===== config.mk =====
export PLATFORM = sky130hd
export DESIGN_NAME = mem_access_ctrl
export DESIGN_NICKNAME = d
export VERILOG_FILES = /design/src/rtl/mem_access_ctrl_pkg.sv /design/src/rtl/mem_byte_lane.sv /design/src/rtl/mem_access_ctrl.sv
export SDC_FILE = /design/constraint.sdc
export NUM_CORES = 1
export LEC_CHECK = 0
export CAP_MARGIN = 20
export CORE_MARGIN = 2
export CORE_UTILIZATION = 36
export CTS_BUF_LIST = sky130_fd_sc_hd__clkbuf_4 sky130_fd_sc_hd__clkbuf_8 sky130_fd_sc_hd__clkbuf_16
export DETAILED_ROUTE_END_ITERATION = 10
export GPL_ROUTABILITY_DRIVEN = 0
export PLACE_DENSITY = 0.84
export SETUP_SLACK_MARGIN = 0.15
export SYNTH_ARGS = -nofsm -noshare
export SYNTH_HDL_FRONTEND = slang
export SYNTH_SLANG_ARGS = --single-unit

===== constraint.sdc =====
create_clock -name clk -period 1.5 [get_ports clk]
set_clock_uncertainty 0.05 [all_clocks]
set_input_delay 0.15 -clock clk [delete_from_list [all_inputs] [get_ports clk]]
set_output_delay 0.15 -clock clk [all_outputs]
set_load 0.005 [all_outputs]

===== src/rtl/mem_access_ctrl_pkg.sv =====
// Shared constants for the MAR/MDR memory-access stage: FSM state codes,
// size/direction encodings and the byte sign-extension helper.
package mem_access_ctrl_pkg;

  localparam logic [1:0] ST_IDLE   = 2'd0;
  localparam logic [1:0] ST_ACCESS = 2'd1;
  localparam logic [1:0] ST_DONE   = 2'd2;
  localparam logic [1:0] ST_FAULT  = 2'd3;

  localparam logic DATA_SIZE_BYTE = 1'b0;
  localparam logic DATA_SIZE_WORD = 1'b1;
  localparam logic RW_READ        = 1'b0;
  localparam logic RW_WRITE       = 1'b1;

  function automatic logic signed [15:0] sext8(input logic [7:0] b);
    return {{8{b[7]}}, b};
  endfunction

endpackage


===== src/rtl/mem_byte_lane.sv =====
// Combinational LC-3b byte/word lane logic: write-byte replication into MDR,
// byte write-enable decode and sign-extended byte select for the bus.
module mem_byte_lane
  import mem_access_ctrl_pkg::*;
(
  input  logic        data_size_i,
  input  logic        r_w_i,
  input  logic        active_i,
  input  logic        mar0_i,
  input  logic [15:0] bus_in_i,
  input  logic [15:0] mdr_i,
  output logic [15:0] bus_wdata_o,
  output logic [15:0] bus_out_o,
  output logic [1:0]  mem_we_o
);

  logic [7:0] rd_byte;

  always_comb begin
    bus_wdata_o = (data_size_i == DATA_SIZE_WORD) ? bus_in_i : {bus_in_i[7:0], bus_in_i[7:0]};
    rd_byte     = mar0_i ? mdr_i[15:8] : mdr_i[7:0];
    bus_out_o   = (data_size_i == DATA_SIZE_WORD) ? mdr_i : sext8(rd_byte);
    mem_we_o    = 2'b00;
    if (active_i && (r_w_i == RW_WRITE)) begin
      if (data_size_i == DATA_SIZE_WORD) mem_we_o = 2'b11;
      else                               mem_we_o = mar0_i ? 2'b10 : 2'b01;
    end
  end

endmodule


===== src/rtl/mem_access_ctrl.sv =====
// MAR/MDR memory-access stage with a fixed-latency memory cycle and R pulse.
// Optional odd-address word trap enabled by defining MEM_UNALIGNED_TRAP_EN.
module mem_access_ctrl
  import mem_access_ctrl_pkg::*;
#(
  parameter int MEM_LATENCY = 5
) (
  input  logic        clk,
  input  logic        rst_n,
  input  logic        ld_mar_i,
  input  logic        ld_mdr_i,
  input  logic        mio_en_i,
  input  logic        r_w_i,
  input  logic        data_size_i,
  input  logic [15:0] addr_in_i,
  input  logic [15:0] bus_in_i,
  output logic [15:0] mar_out_o,
  output logic [15:0] bus_out_o,
  output logic        r_o,
  output logic        unaligned_o,
  output logic        mem_en_o,
  output logic [1:0]  mem_we_o,
  output logic [14:0] mem_addr_o,
  output logic [15:0] mem_wdata_o,
  input  logic [15:0] mem_rdata_i
);

  localparam int CNT_W = $clog2(MEM_LATENCY);
  localparam logic [CNT_W-1:0] CNT_INIT = CNT_W'(MEM_LATENCY - 3);

  logic [1:0]       state_q, state_d;
  logic [CNT_W-1:0] cnt_q, cnt_d;
  logic [15:0]      mar_q, mar_d;
  logic [15:0]      mdr_q, mdr_d;
  logic [15:0]      bus_wdata;
  logic             trap;

`ifdef MEM_UNALIGNED_TRAP_EN
  // The trap looks at the address the access will actually use, including a same-edge MAR load.
  logic eff_mar0;
  assign eff_mar0    = ld_mar_i ? addr_in_i[0] : mar_q[0];
  assign trap        = (data_size_i == DATA_SIZE_WORD) && eff_mar0;
  assign unaligned_o = (state_q == ST_FAULT);
`else
  assign trap        = 1'b0;
  assign unaligned_o = 1'b0;
`endif

  always_comb begin
    state_d = state_q;
    cnt_d   = cnt_q;
    case (state_q)
      ST_IDLE: begin
        if (mio_en_i) begin
          state_d = trap ? ST_FAULT : ST_ACCESS;
          cnt_d   = CNT_INIT;
        end
      end
      ST_ACCESS: begin
        if (cnt_q == '0) state_d = ST_DONE;
        else             cnt_d   = cnt_q - CNT_W'(1);
      end
      default: state_d = ST_IDLE;
    endcase
  end

  always_comb begin
    mar_d = mar_q;
    if (ld_mar_i && (state_q != ST_ACCESS)) mar_d = addr_in_i;
    mdr_d = mdr_q;
    if (ld_mdr_i) begin
      if (!mio_en_i)                mdr_d = bus_wdata;
      else if (state_q == ST_DONE) mdr_d = mem_rdata_i;
    end
  end

  always_ff @(posedge clk or negedge rst_n) begin
    if (!rst_n) begin
      state_q <= ST_IDLE;
      cnt_q   <= '0;
      mar_q   <= '0;
      mdr_q   <= '0;
    end else begin
      state_q <= state_d;
      cnt_q   <= cnt_d;
      mar_q   <= mar_d;
      mdr_q   <= mdr_d;
    end
  end

  assign mem_en_o    = (state_q == ST_ACCESS) || (state_q == ST_DONE);
  assign r_o         = (state_q == ST_DONE) || (state_q == ST_FAULT);
  assign mar_out_o   = mar_q;
  assign mem_addr_o  = mar_q[15:1];
  assign mem_wdata_o = mdr_q;

  mem_byte_lane u_lane (
    .data_size_i (data_size_i),
    .r_w_i       (r_w_i),
    .active_i    (mem_en_o),
    .mar0_i      (mar_q[0]),
    .bus_in_i    (bus_in_i),
    .mdr_i       (mdr_q),
    .bus_wdata_o (bus_wdata),
    .bus_out_o   (bus_out_o),
    .mem_we_o    (mem_we_o)
  );

endmodule


# Yosys cells after proc, flatten, opt, wreduce, memory -nomap -nowiden
# Cells that the tools add are included.
# classes
add_sub_neg,1
n_mul,0
div,0
n_lt_le_gt_ge,0
eq_ne,8
shift,0
muxes,14
bitwise_logic,0
reduce_logical,10
# op_table
op,count
16-bit two-way mux,4
2-bit two-way mux,5
8-bit two-way mux,1
3-bit two-way mux,2
2-bit inequality test (second input constant),3
3-bit case mux with 2 select lines,1
2-bit == test (second input constant),2
2-bit by 1-bit inequality test with 1-bit output (second input constant),2
2-bit case mux with 2 select lines,1
2-bit AND reduction,2
3-bit zero test,1
3-bit AND reduction,1
3-bit by 1-bit subtractor with 3-bit output (second input constant),1
2-bit by 1-bit == test with 1-bit output (second input constant),1
1-bit logical AND,2
2-bit zero test,1
1-bit logical OR,2
2-bit nonzero test,1
# totals
register_bits,37
latch_bits,0
mem_bits_rw,0
mem_bits_ro,0
out_inout_bits,68
wordCells,37
mem_count,0

# Logic depth before layout (Yosys ltp)
# Gate-level depths: netlist (run 1).
# logic_depth
ltp_word,4
depth_mapped,7
ltp_nobuf,5

# By module
# A second synthesis (run 1) with hierarchy kept.
# hier_totals
cells_unflattened,186
hier_area_um2,2441.1
# modules_own_cells
module,instances,cells_each,area_per_inst_um2,seq_area_each_um2
mem_access_ctrl,1,138,1991.9,925.9
mem_byte_lane,1,48,449.2,0.0

# Least setup slack after synthesis (run 1)
# OpenSTA, ideal clock, no wires.
# synth_path
path_type,flip-flop to flip-flop
start,register state_q[1]
end,register mar_q[10] (netlist: mar_out_o[10])
setup_ns,0.125
arrival_time_ns,1.370
required_ns,1.325
path_slack_ns,-0.045
path_stages_with_launch,7
cell_sequence,dfrtp_1 > inv_1 > ha_1 > nor2b_1 > buf_6 > buf_12 > mux2_4
# synth_via
elab_chain_len,2
# synth_lines
element,line_no,source
"start, declared",mem_access_ctrl.sv:31,"logic [1:0] state_q, state_d;"
"start signal, assigned",mem_access_ctrl.sv:84,state_q <= state_d;
2-bit by 1-bit inequality test with 1-bit output,mem_access_ctrl.sv:69,if (ld_mar_i && (state_q != ST_ACCESS)) mar_d = addr_in_i;
1-bit logical AND,mem_access_ctrl.sv:69,
"end signal, assigned",mem_access_ctrl.sv:86,mar_q <= mar_d;
"end, declared",mem_access_ctrl.sv:33,"logic [15:0] mar_q, mar_d;"
# Every way passes these cells.
# A chain may end at the register's enable or synchronous reset.

# Final worst setup path (run 1)
# layout_path
start,register mar_q[0] (netlist: mar_out_o[0])
end,output bus_out_o[10]
# layout_via
elab_chain_len,2
# layout_lines
element,line_no,source
8-bit two-way mux,mem_byte_lane.sv:21,rd_byte = mar0_i ? mdr_i[15:8] : mdr_i[7:0];
16-bit two-way mux,mem_byte_lane.sv:22,bus_out_o = (data_size_i == DATA_SIZE_WORD) ? mdr_i : sext8(rd_byte);
"end, declared",mem_access_ctrl.sv:18,"output logic [15:0] bus_out_o,"
# Every way passes these cells.

==> results of run 1 <==
==> per-stage QoR <==
| stage | setup slack [ns] | hold WS, ns |
|---|---|---|
| after floorplan | 0.01537 | -0.1956 |
| final | -0.2905 | 0.2973 |
| after detailed placement | -0.5112 | 0.07190 |
| after global placement | -0.4538 | 0.05754 |
| after global routing | -0.3663 | 0.3226 |
| after CTS | -0.2577 | 0.3032 |
==> per-layer routing <==
layer | vias to the layer above | wire, um | track usage
li1 | 1056 | - | -
met1 | 1116 | 3179 | 0.2637
met2 | 116 | 4190 | 0.3838
met3 | 20 | 590 | 0.05998
met4 | 0 | 179 | 0.06012
met5 | - | 0 | 0
==> logic make-up after synthesis <==
kind of cell,count (synthesis),share of synthesized area
AOI/OAI and AO/OA,45,0.1476
and+or+nand+nor,41,0.09838
muxes,38,0.1968
DFF,37,0.4000
buffers and inverters,35,0.1124
adders and majority gates,8,0.04324
other,1,0.001620
==> area by class of cell <==
class                   instances  area [sq um]
flip-flops and latches         37         925.9
clock inverters                 1         30.03
inverters                       5         23.77
repair buffers                201          1954
clock buffers                   7         90.09
multi-input cells             133          1514
fillers                       422          1643
well taps                      77         96.34
==> how the worst min path moves through the flow <==
stage	end	slack, ns	cells past startpoint
floorplan	cnt_q[0]$_DFFE_PN0P_	-0.20	0
global placement	mar_out_o[5]$_DFFE_PN0P_	0.06	1
detailed placement	mar_out_o[5]$_DFFE_PN0P_	0.07	1
CTS	mar_out_o[5]$_DFFE_PN0P_	0.30	2
global route	mar_out_o[1]$_DFFE_PN0P_	0.32	2
finish	mar_out_o[5]$_DFFE_PN0P_	0.30	2
==> registers in the layout, summed over array words and instances (netlist names) <==
| name | flops |
|---|---|
| mar_out_o | 16 |
| mem_wdata_o | 16 |
| cnt_q | 3 |
| state_q | 2 |
==> power by group through the flow <==
stage               clock, W  combinational [W]  sequential (W)
detailed placement         0            0.00354         0.00172
global placement           0            0.00347         0.00169
global route        0.000994            0.00527         0.00172
floorplan                  0            0.00172         0.00172
finish              0.000916            0.00496         0.00166
CTS                 0.000930            0.00467         0.00164
==> layout by cell type, fill, tap and decap left out, types with 9 or more instances in the layout <==
cell | synthesis | routed
clkdlybuf4s50_1 | 0 | 52
buf_4 | 21 | 45
dlygate4sd2_1 | 0 | 39
buf_6 | 4 | 39
dfrtp_1 | 37 | 37
mux2_4 | 11 | 27
a21oi_2 | 8 | 13
mux2i_1 | 11 | 10
buf_2 | 3 | 10
nand2b_1 | 10 | 9
==> worst max-delay path, delay by kind of cell (launching register included) <==
family	cells	cell delay, ns
buffers and inverters	4	0.52
AO/OA/AOI/OAI	1	0.16
multiplexers	1	0.17
flip-flops	1	0.39
AND/OR/NAND/NOR	1	0.05
==> what timing repair did <==
item,in CTS,in global routing
endpoints found under the hold margin,17,0
buffers inserted,52,2
gates cloned,2,0
gates resized for setup,204,40
endpoints found under the setup margin,103,66
hold buffers,1,0
pin swaps,6,8
==> run summary, run 1 <==
Start of the worst register-to-register path -> state_q[0]$_DFFE_PN0P_
Leak Pwr -> 2.212 nW
Setup slack of the critical path after layout -> -0.2905 ns
Largest cells by area after synthesis -> dfrtp_1, mux2_2, mux2_4
WL/cell -> 17.66 um
Clock slew at the register clock pins of the worst setup and hold paths -> 0.07 ns
Crit. Startpoint -> mar_out_o[0]$_DFFE_PN0P_
Path category of the worst min-delay check -> input port to async pin
Root buffer cell -> clkbuf_8
Pin count of the biggest net entering global routing -> 25
Initial antenna violation count -> 0
CTS tree -> built
Cell area after layout -> 4634 sq um
Slew Viols, Final -> 0
Vias after detailed routing -> 2,308
Part of the power in the clock network -> 0.122
Crit path top cell by count -> buf_6
End of the worst register-to-register path -> mar_out_o[6]$_DFFE_PN0P_
Final antenna-violating net count -> 0
Wire length of the first global-routing pass -> 12,380 um
Antenna fix cells -> 0
Sinks on Clock Net -> 37
Required time at the worst-slack endpoint -> 1.30 ns
Post-synth EDFFs -> 0
Largest driver fanout on the critical path -> 4
Highest achievable clock rate -> 558.5 MHz
IO buf count -> 121
Data arrival, critical path -> 1.59 ns
Via count of the first global-routing pass -> 2,396
Synth Net Count -> 268
Worst IR drop on VDD -> 0.0008938 V
Area after detailed placement -> 3645 sq um
Core Util, Final -> 0.7383
Capturing element of the worst setup path -> bus_out_o[10]
Aggregate routed wire length -> 8139 um
GR Overflow Total -> 0
Via density per instance -> 5.007
TNS Setup -> -7.264 ns
Number of distinct library cells after synthesis -> 30
Final worst-path cycle share -> 1.194
Internal reg-to-reg setup slack -> -0.18 ns
Net Sw Power -> 0.002392 W
Max H-tree Level -> 2
Critical Path Sink Type -> output pin
Final hold violations -> 0
Synth top area share -> 0.4000
CP Class -> flip-flop to output pin
List of cells traversed by the critical path -> buf_6 -> mux2i_1 -> nor2_1 -> buf_4 -> buf_6 -> a21o_1 -> buf_2
Y dimension of the die -> 84.19 um
Layout cell share with drive strength beyond 1 -> 0.4896
Relative area change from synthesis to final layout -> 100.2%
Leading register cell type out of synthesis -> dfrtp_1
Overall Power -> 0.007538 W
HPWL Detailed -> 4856 um
Fraction of synthesis flops using an asynchronous set or reset pin -> 1.000
Starting density of the core -> 0.3687
Dominant cell by count in the synthesized netlist -> dfrtp_1
Switching fraction of total power -> 0.3173
Count of unresolved DRC violations after routing -> 0
Reg power frac -> 0.220
Number of standard cells in the final layout excluding fillers -> 461
Cell Pwr Density -> 1626 nW/um^2
Count of maximum capacitance violations -> 0
Synthesized instance count -> 205
Number of nets in the layout -> 446
Drt first pass iters -> 4
Top cell types by occurrence after synthesis -> dfrtp_1, buf_4, mux2_2
Top-level port count -> 123
Final worst path period need -> 1.790 ns
Area leader, netlist -> dfrtp_1
Status -> finished, violations left
Cell Count Post-Placement -> 396
CP max stage delay -> 0.39 ns
TritonCTS buffer count -> 5
Slowest library cell on the worst path -> dfrtp_1
Detailed Route Iter0 Violations -> 47
Violated checks -> setup timing
Synthesis warning total -> 0
Number of placement rows -> 29
Area of the die -> 7087 sq um
Part of the Yosys area used for sequential elements -> 0.4000
Power Internal -> 0.005146 W
Mean cell area of the mapped netlist -> 11.29 sq um
Part of the total power dissipated in combinational logic -> 0.659
Die outline width -> 84.19 um
Clock Latency Late Sink -> 0.29 ns
Number of synthesized register bits -> 37
RSZ-0062 raised after global routing -> yes
Max clock buf depth -> 2
Final setup violating endpoints -> 47
Core area -> 6277 sq um
Total global routing track utilization -> 0.2188
Number of cells traversed by the worst register-to-register path -> 7
Critical path startpoint category -> flip-flop
Area of the mapped netlist -> 2315 sq um
Note: power is estimated with default switching activity, not from simulation.
==> run 2: changes to the inputs <==
--- a/config.mk
+++ b/config.mk
@@ -6,5 +6,4 @@
 export NUM_CORES = 1
 export LEC_CHECK = 0
-export CAP_MARGIN = 20
 export CORE_MARGIN = 2
 export CORE_UTILIZATION = 36
==> constraint.sdc (replaced) <==
create_clock -name clk -period 1.5 [get_ports clk]
set_clock_uncertainty 0.05 [all_clocks]
set_input_delay 0.225 -clock clk [delete_from_list [all_inputs] [get_ports clk]]
set_output_delay 0.225 -clock clk [all_outputs]
set_load 0.005 [all_outputs]
==> run summary, run 2 (synthesis results as in run 1) <==
Final hold violations -> 0 (unchanged)
Final setup violating endpoints -> 42 (-11%)
Required time at the worst-slack endpoint -> 1.22 ns (-0.08 ns)
CP Class -> flip-flop to output pin
Largest driver fanout on the critical path -> 4 (unchanged)
Starting density of the core -> 0.3687 (unchanged)
Setup slack of the critical path after layout -> -0.3365 ns (-0.04602 ns)
Die outline width -> 84.19 um (unchanged)
Layout cell share with drive strength beyond 1 -> 0.4974 (+0.007799)
Pin count of the biggest net entering global routing -> 25 (unchanged)
Data arrival, critical path -> 1.56 ns (-0.03 ns)
Status -> finished, violations left
Commonest non-fill, non-tap cell in the layout -> clkdlybuf4s50_1
TritonCTS buffer count -> 5 (unchanged)
Family with the most delay on the worst path -> buffers and inverters
Leak Pwr -> 2.128 nW (-3.8%)
CTS tree -> built
Wire length of the first global-routing pass -> 11,960 um (-3.3%)
Relative area change from synthesis to final layout -> 98.76%
Drt first pass iters -> 4 (unchanged)
Detailed Route Iter0 Violations -> 50 (+6.4%)
Number of placement rows -> 29 (unchanged)
Core area -> 6277 sq um (unchanged)
Number of nets in the layout -> 445 (-0.22%)
Area of the die -> 7087 sq um (unchanged)
Filler instances -> 395 (-6.4%)
Start of the worst register-to-register path -> state_q[0]$_DFFE_PN0P_
Antenna fix cells -> 0 (unchanged)
Via density per instance -> 4.937 (-1.4%)
Crit path top cell by count -> buf_6
Sinks on Clock Net -> 37 (unchanged)
Number of cells traversed by the worst register-to-register path -> 6 (-1)
Clock slew at the register clock pins of the worst setup and hold paths -> 0.07 ns (about the same)
End of the worst register-to-register path -> mar_out_o[10]$_DFFE_PN0P_
Violated checks -> setup timing
Path category of the worst min-delay check -> input port to async pin
Count of unresolved DRC violations after routing -> 0 (unchanged)
Max H-tree Level -> 2 (unchanged)
Critical Path Sink Type -> output pin
WL/cell -> 17.01 um (-3.7%)
GR Overflow Total -> 0 (unchanged)
Core Util, Final -> 0.7329 (-0.005382)
Aggregate routed wire length -> 7807 um (-4.1%)
Slew Viols, Final -> 0 (unchanged)
List of cells traversed by the critical path -> buf_6 -> mux2i_1 -> nor2_1 -> buf_4 -> buf_6 -> a21o_1 -> buf_2
Critical path startpoint category -> flip-flop
Worst IR drop on VDD -> 0.0009127 V (+2.1%)
Capturing element of the worst setup path -> bus_out_o[10]
Y dimension of the die -> 84.19 um (unchanged)
Final antenna-violating net count -> 0 (unchanged)
RSZ-0062 raised after global routing -> yes
Slowest library cell on the worst path -> dfrtp_1
Stages on the worst setup path -> 7 (unchanged)
Top-level port count -> 123 (unchanged)
Cell Pwr Density -> 1600 nW/um^2 (-1.6%)
Count of maximum capacitance violations -> 0 (unchanged)
TNS Setup -> -7.966 ns (-0.7019 ns)
Commonest cells after routing, fill and taps aside -> clkdlybuf4s50_1, buf_4, buf_6
Initial antenna violation count -> 0 (unchanged)
Bufs and invs on worst path -> 4 (unchanged)
Final worst-path cycle share -> 1.224 (+0.03068)
Crit. Startpoint -> mar_out_o[0]$_DFFE_PN0P_
Final worst path period need -> 1.836 ns (+0.04602 ns)
IO buf count -> 121 (unchanged)
HPWL Detailed -> 4842 um (-0.29%)
Root buffer cell -> clkbuf_8
Via count of the first global-routing pass -> 2,346 (-2.1%)
Total global routing track utilization -> 0.2108 (-0.007929)
CP max stage delay -> 0.40 ns (about the same)
Internal reg-to-reg setup slack -> -0.17 ns (about the same)
Highest achievable clock rate -> 544.5 MHz (-2.5%)
Vias after detailed routing -> 2,266 (-1.8%)
Max clock buf depth -> 2 (unchanged)
Clock Latency Late Sink -> 0.28 ns (about the same)
-- run 2: cell count changes in the layout (fill, tap and decap cells not counted), sizes merged --
cell           before  now
buf               101  100
bufinv              1    0
clkbuf              7    9
clkdlybuf4s15       0   12
dlygate4sd2        39   33
dlymetal6s2s        8    0
-- run 2: report_power, final --
part           internal (W)  switching [W]  total [W]
clock              0.000383       0.000339   0.000722
combinational       0.00319        0.00178    0.00498
sequential          0.00138       0.000276    0.00166
-- run 2: timing repair --
action	in CTS	in global routing
setup endpoints to repair	103	72
hold buffers	1	0
setup buffers	49	4
resized for setup	224	40
endpoints found under the hold margin	18	0
pin swaps	16	22
gates cloned	2	0
-- run 2: how the worst min path moves through the flow --
| stage | end | start | cells after the start | slack [ns] |
|---|---|---|---|---|
| 5_1_grt | mar_out_o[1]$_DFFE_PN0P_ | rst_n | 2 | 0.41 |
| 3_5_place_dp | mar_out_o[5]$_DFFE_PN0P_ | rst_n | 1 | 0.16 |
| 2_1_floorplan | cnt_q[0]$_DFFE_PN0P_ | rst_n | 0 | -0.12 |
| 6_report | mar_out_o[5]$_DFFE_PN0P_ | rst_n | 2 | 0.39 |
| 3_3_place_gp | mar_out_o[5]$_DFFE_PN0P_ | rst_n | 1 | 0.15 |
| 4_1_cts | mar_out_o[5]$_DFFE_PN0P_ | rst_n | 2 | 0.38 |
-- run 2: per-layer routing --
layer | vias to the layer above | wire length, um | global-route usage | share of wire
met5 | - | 0 | 0 | 0
met2 | 93 | 4048 | 0.3716 | 0.52
li1 | 1059 | - | - | -
met3 | 12 | 464 | 0.05211 | 0.059
met4 | 0 | 112 | 0.03959 | 0.014
met1 | 1102 | 3182 | 0.2644 | 0.41
-- run 2: layout make-up --
cell class              instances  area (sq um)  area share
flip-flops and latches         37         925.9      0.2013
inverters                       5         26.28    0.005711
well taps                      77         96.34     0.02094
multi-input cells             133          1531      0.3329
repair buffers                200          1931      0.4196
clock buffers                   7         90.09     0.01958
-- run 2: through the flow --
step                      cells  hold WS (ns)  instance area [sq um]  setup slack [ns]  power, W
after floorplan             205       -0.1206                   2362           0.01537  0.003438
after global placement      396        0.1475                   3657           -0.6084  0.005149
after detailed placement    396        0.1557                   3657           -0.6490  0.005261
after CTS                   455        0.3840                   4420           -0.3289  0.006916
after global routing        459        0.4144                   4601           -0.4236  0.007779
final                       459        0.3909                   4601           -0.3365  0.007359
==> run 3: changes to the inputs <==
- PLACE_DENSITY: 0.84 -> 0.78
==> run summary, run 3 (synthesis results as in run 1) <==
Status -> finished, violations left
Violated checks -> setup timing
Topmost layer with routed signal wires -> met4
Family with the most delay on the worst path -> buffers and inverters
Core Util, Final -> 0.7303 (-0.002591)
Top-level port count -> 123 (unchanged)
TritonCTS buffer count -> 5 (unchanged)
CP Class -> flip-flop to output pin
Slowest library cell on the worst path -> dfrtp_1
Slew Viols, Final -> 0 (unchanged)
Area after detailed placement -> 3642 sq um (-0.41%)
Total global routing track utilization -> 0.2087 (-0.002134)
Setup slack of the critical path after layout -> -0.3655 ns (-0.02898 ns)
Drt first pass iters -> 4 (unchanged)
Largest driver fanout on the critical path -> 3 (-1)
Cell Count Post-Placement -> 399 (+0.76%)
Met2 WL -> 4111 um (+1.6%)
List of cells traversed by the critical path -> buf_6 -> mux2i_1 -> nor2_1 -> buf_4 -> buf_6 -> a21o_1 -> buf_2
Die outline width -> 84.19 um (unchanged)
Number of nets in the layout -> 445 (unchanged)
Number of placement rows -> 29 (unchanged)
Sinks on Clock Net -> 37 (unchanged)
Core area -> 6277 sq um (unchanged)
Leak Pwr -> 2.129 nW (about the same)
Number of standard cells in the final layout excluding fillers -> 459 (unchanged)
Final hold violations -> 0 (unchanged)
Commonest non-fill, non-tap cell in the layout -> clkdlybuf4s50_1
Max H-tree Level -> 2 (unchanged)
Count of unresolved DRC violations after routing -> 0 (unchanged)
Cell area after layout -> 4584 sq um (-0.35%)
Final worst-path cycle share -> 1.244 (+0.01932)
Root buffer cell -> clkbuf_8
IO buf count -> 121 (unchanged)
Met3 wirelength from detailed routing -> 399 um (-14%)
Detailed Route Iter0 Violations -> 47 (-6.0%)
Antenna fix cells -> 0 (unchanged)
Total routed wire length on the met1 layer -> 3026 um (-4.9%)
Vias after detailed routing -> 2,243 (-1.0%)
Layout cell share with drive strength beyond 1 -> 0.4921 (-0.005236)
CP max stage delay -> 0.39 ns (about the same)
Clock Latency Late Sink -> 0.28 ns (about the same)
Pin count of the biggest net entering global routing -> 24 (-4.0%)
Final setup violating endpoints -> 39 (-7.1%)
Via density per instance -> 4.887 (-1.0%)
Via count of the first global-routing pass -> 2,369 (+0.98%)
Starting density of the core -> 0.3687 (unchanged)
Max clock buf depth -> 2 (unchanged)
Cell Pwr Density -> 1612 nW/um^2 (+0.78%)
Relative area change from synthesis to final layout -> 98.05%
Critical path startpoint category -> flip-flop
CTS tree -> built
Clock slew at the register clock pins of the worst setup and hold paths -> 0.07 ns (about the same)
Final antenna-violating net count -> 0 (unchanged)
Aggregate routed wire length -> 7693 um (-1.5%)
Count of maximum capacitance violations -> 0 (unchanged)
Initial antenna violation count -> 0 (unchanged)
Worst IR drop on VDD -> 0.0008754 V (-4.1%)
Crit path top cell by count -> buf_6
Commonest cells after routing, fill and taps aside -> clkdlybuf4s50_1, buf_6, buf_4
Data arrival, critical path -> 1.59 ns (+0.03 ns)
Y dimension of the die -> 84.19 um (unchanged)
GR Overflow Total -> 0 (unchanged)
Area of the die -> 7087 sq um (unchanged)
Crit. Startpoint -> mar_out_o[0]$_DFFE_PN0P_
Critical Path Sink Type -> output pin
WL/cell -> 16.76 um (-1.5%)
Path category of the worst min-delay check -> input port to async pin
Highest achievable clock rate -> 536.1 MHz (-1.6%)
Wire length of the first global-routing pass -> 11,910 um (-0.46%)
RSZ-0062 raised after global routing -> yes
Start of the worst register-to-register path -> state_q[0]$_DFFE_PN0P_
Required time at the worst-slack endpoint -> 1.22 ns (about the same)
Final worst path period need -> 1.865 ns (+0.02898 ns)
HPWL Detailed -> 4891 um (+1.0%)
Bufs and invs on worst path -> 4 (unchanged)
-- run 3: cell count changes in the layout (fill, tap and decap cells not counted), sizes merged --
cell,delta
clkdlybuf4s50,-1
dlymetal6s2s,+1
dlygate4sd2,+3
clkdlybuf4s15,-3
-- run 3: path summary, 6_finish.rpt --
| check | endpoint | slack (ns) | cells past startpoint |
|---|---|---|---|
| max reg2reg | cnt_q[1]$_DFFE_PN0P_ | -0.25 | 7 |
| min in group clk | cnt_q[1]$_DFFE_PN0P_ | 0.48 | 1 |
| min reg2reg | cnt_q[1]$_DFFE_PN0P_ | 0.48 | 1 |
| max in group asynchronous | mar_out_o[3]$_DFFE_PN0P_ | 0.55 | 3 |
| max | bus_out_o[11] | -0.37 | 7 |
| min | mar_out_o[10]$_DFFE_PN0P_ | 0.38 | 2 |
-- run 3: power breakdown --
group	switching (W)	leakage, nW	total (W)	internal [W]
clock	0.000333	0.0477	0.000716	0.000383
sequential	0.000282	0.434	0.00167	0.00138
combinational	0.00175	1.65	0.00501	0.00326
total	0.00236	2.13	0.00739	0.00503
-- run 3: worst reg2reg max path: cells and delay by family (launching register included) --
kind                     cells  cell delay [ns]
flip-flops                   1             0.40
buffers and inverters        3             0.36
AO/OA/AOI/OAI                1             0.17
multiplexers                 2             0.49
adder cells (fa/ha/maj)      1             0.17
-- run 3: final cells by class --
class,instances,area (sq um)
tap,77,96.34
sequential,37,925.9
timing repair buffer,200,1923
clock buffer,7,90.09
multi-input combinational,133,1530
fill,421,1693
inverter,5,18.77
-- run 3: per-layer routing --
metal | vias to the layer above | global-route usage
met2 | 87 | 0.3745
met5 | - | 0
met4 | 0 | 0.05132
met3 | 17 | 0.04031
met1 | 1078 | 0.2576
li1 | 1061 | -
-- run 3: repair_timing --
item | CTS | global route
hold endpoints to repair | 18 | 0
hold buffers | 1 | 0
cloned | 1 | 0
buffers inserted | 45 | 6
gates resized for setup | 207 | 55
setup endpoints to repair | 103 | 68
pin swaps | 21 | 11
-- run 3: through the flow --
step / hold slack [ns] / TNS [ns] / power, W / worst slack (ns)
2_1_floorplan: -0.1206 / 0 / 0.003438 / 0.01537
3_3_place_gp: 0.1466 / -13.59 / 0.005146 / -0.5743
3_5_place_dp: 0.1485 / -14.52 / 0.005231 / -0.6311
4_1_cts: 0.3804 / -8.764 / 0.006809 / -0.3378
5_1_grt: 0.4020 / -10.25 / 0.007817 / -0.4316
6_report: 0.3755 / -8.526 / 0.007390 / -0.3655
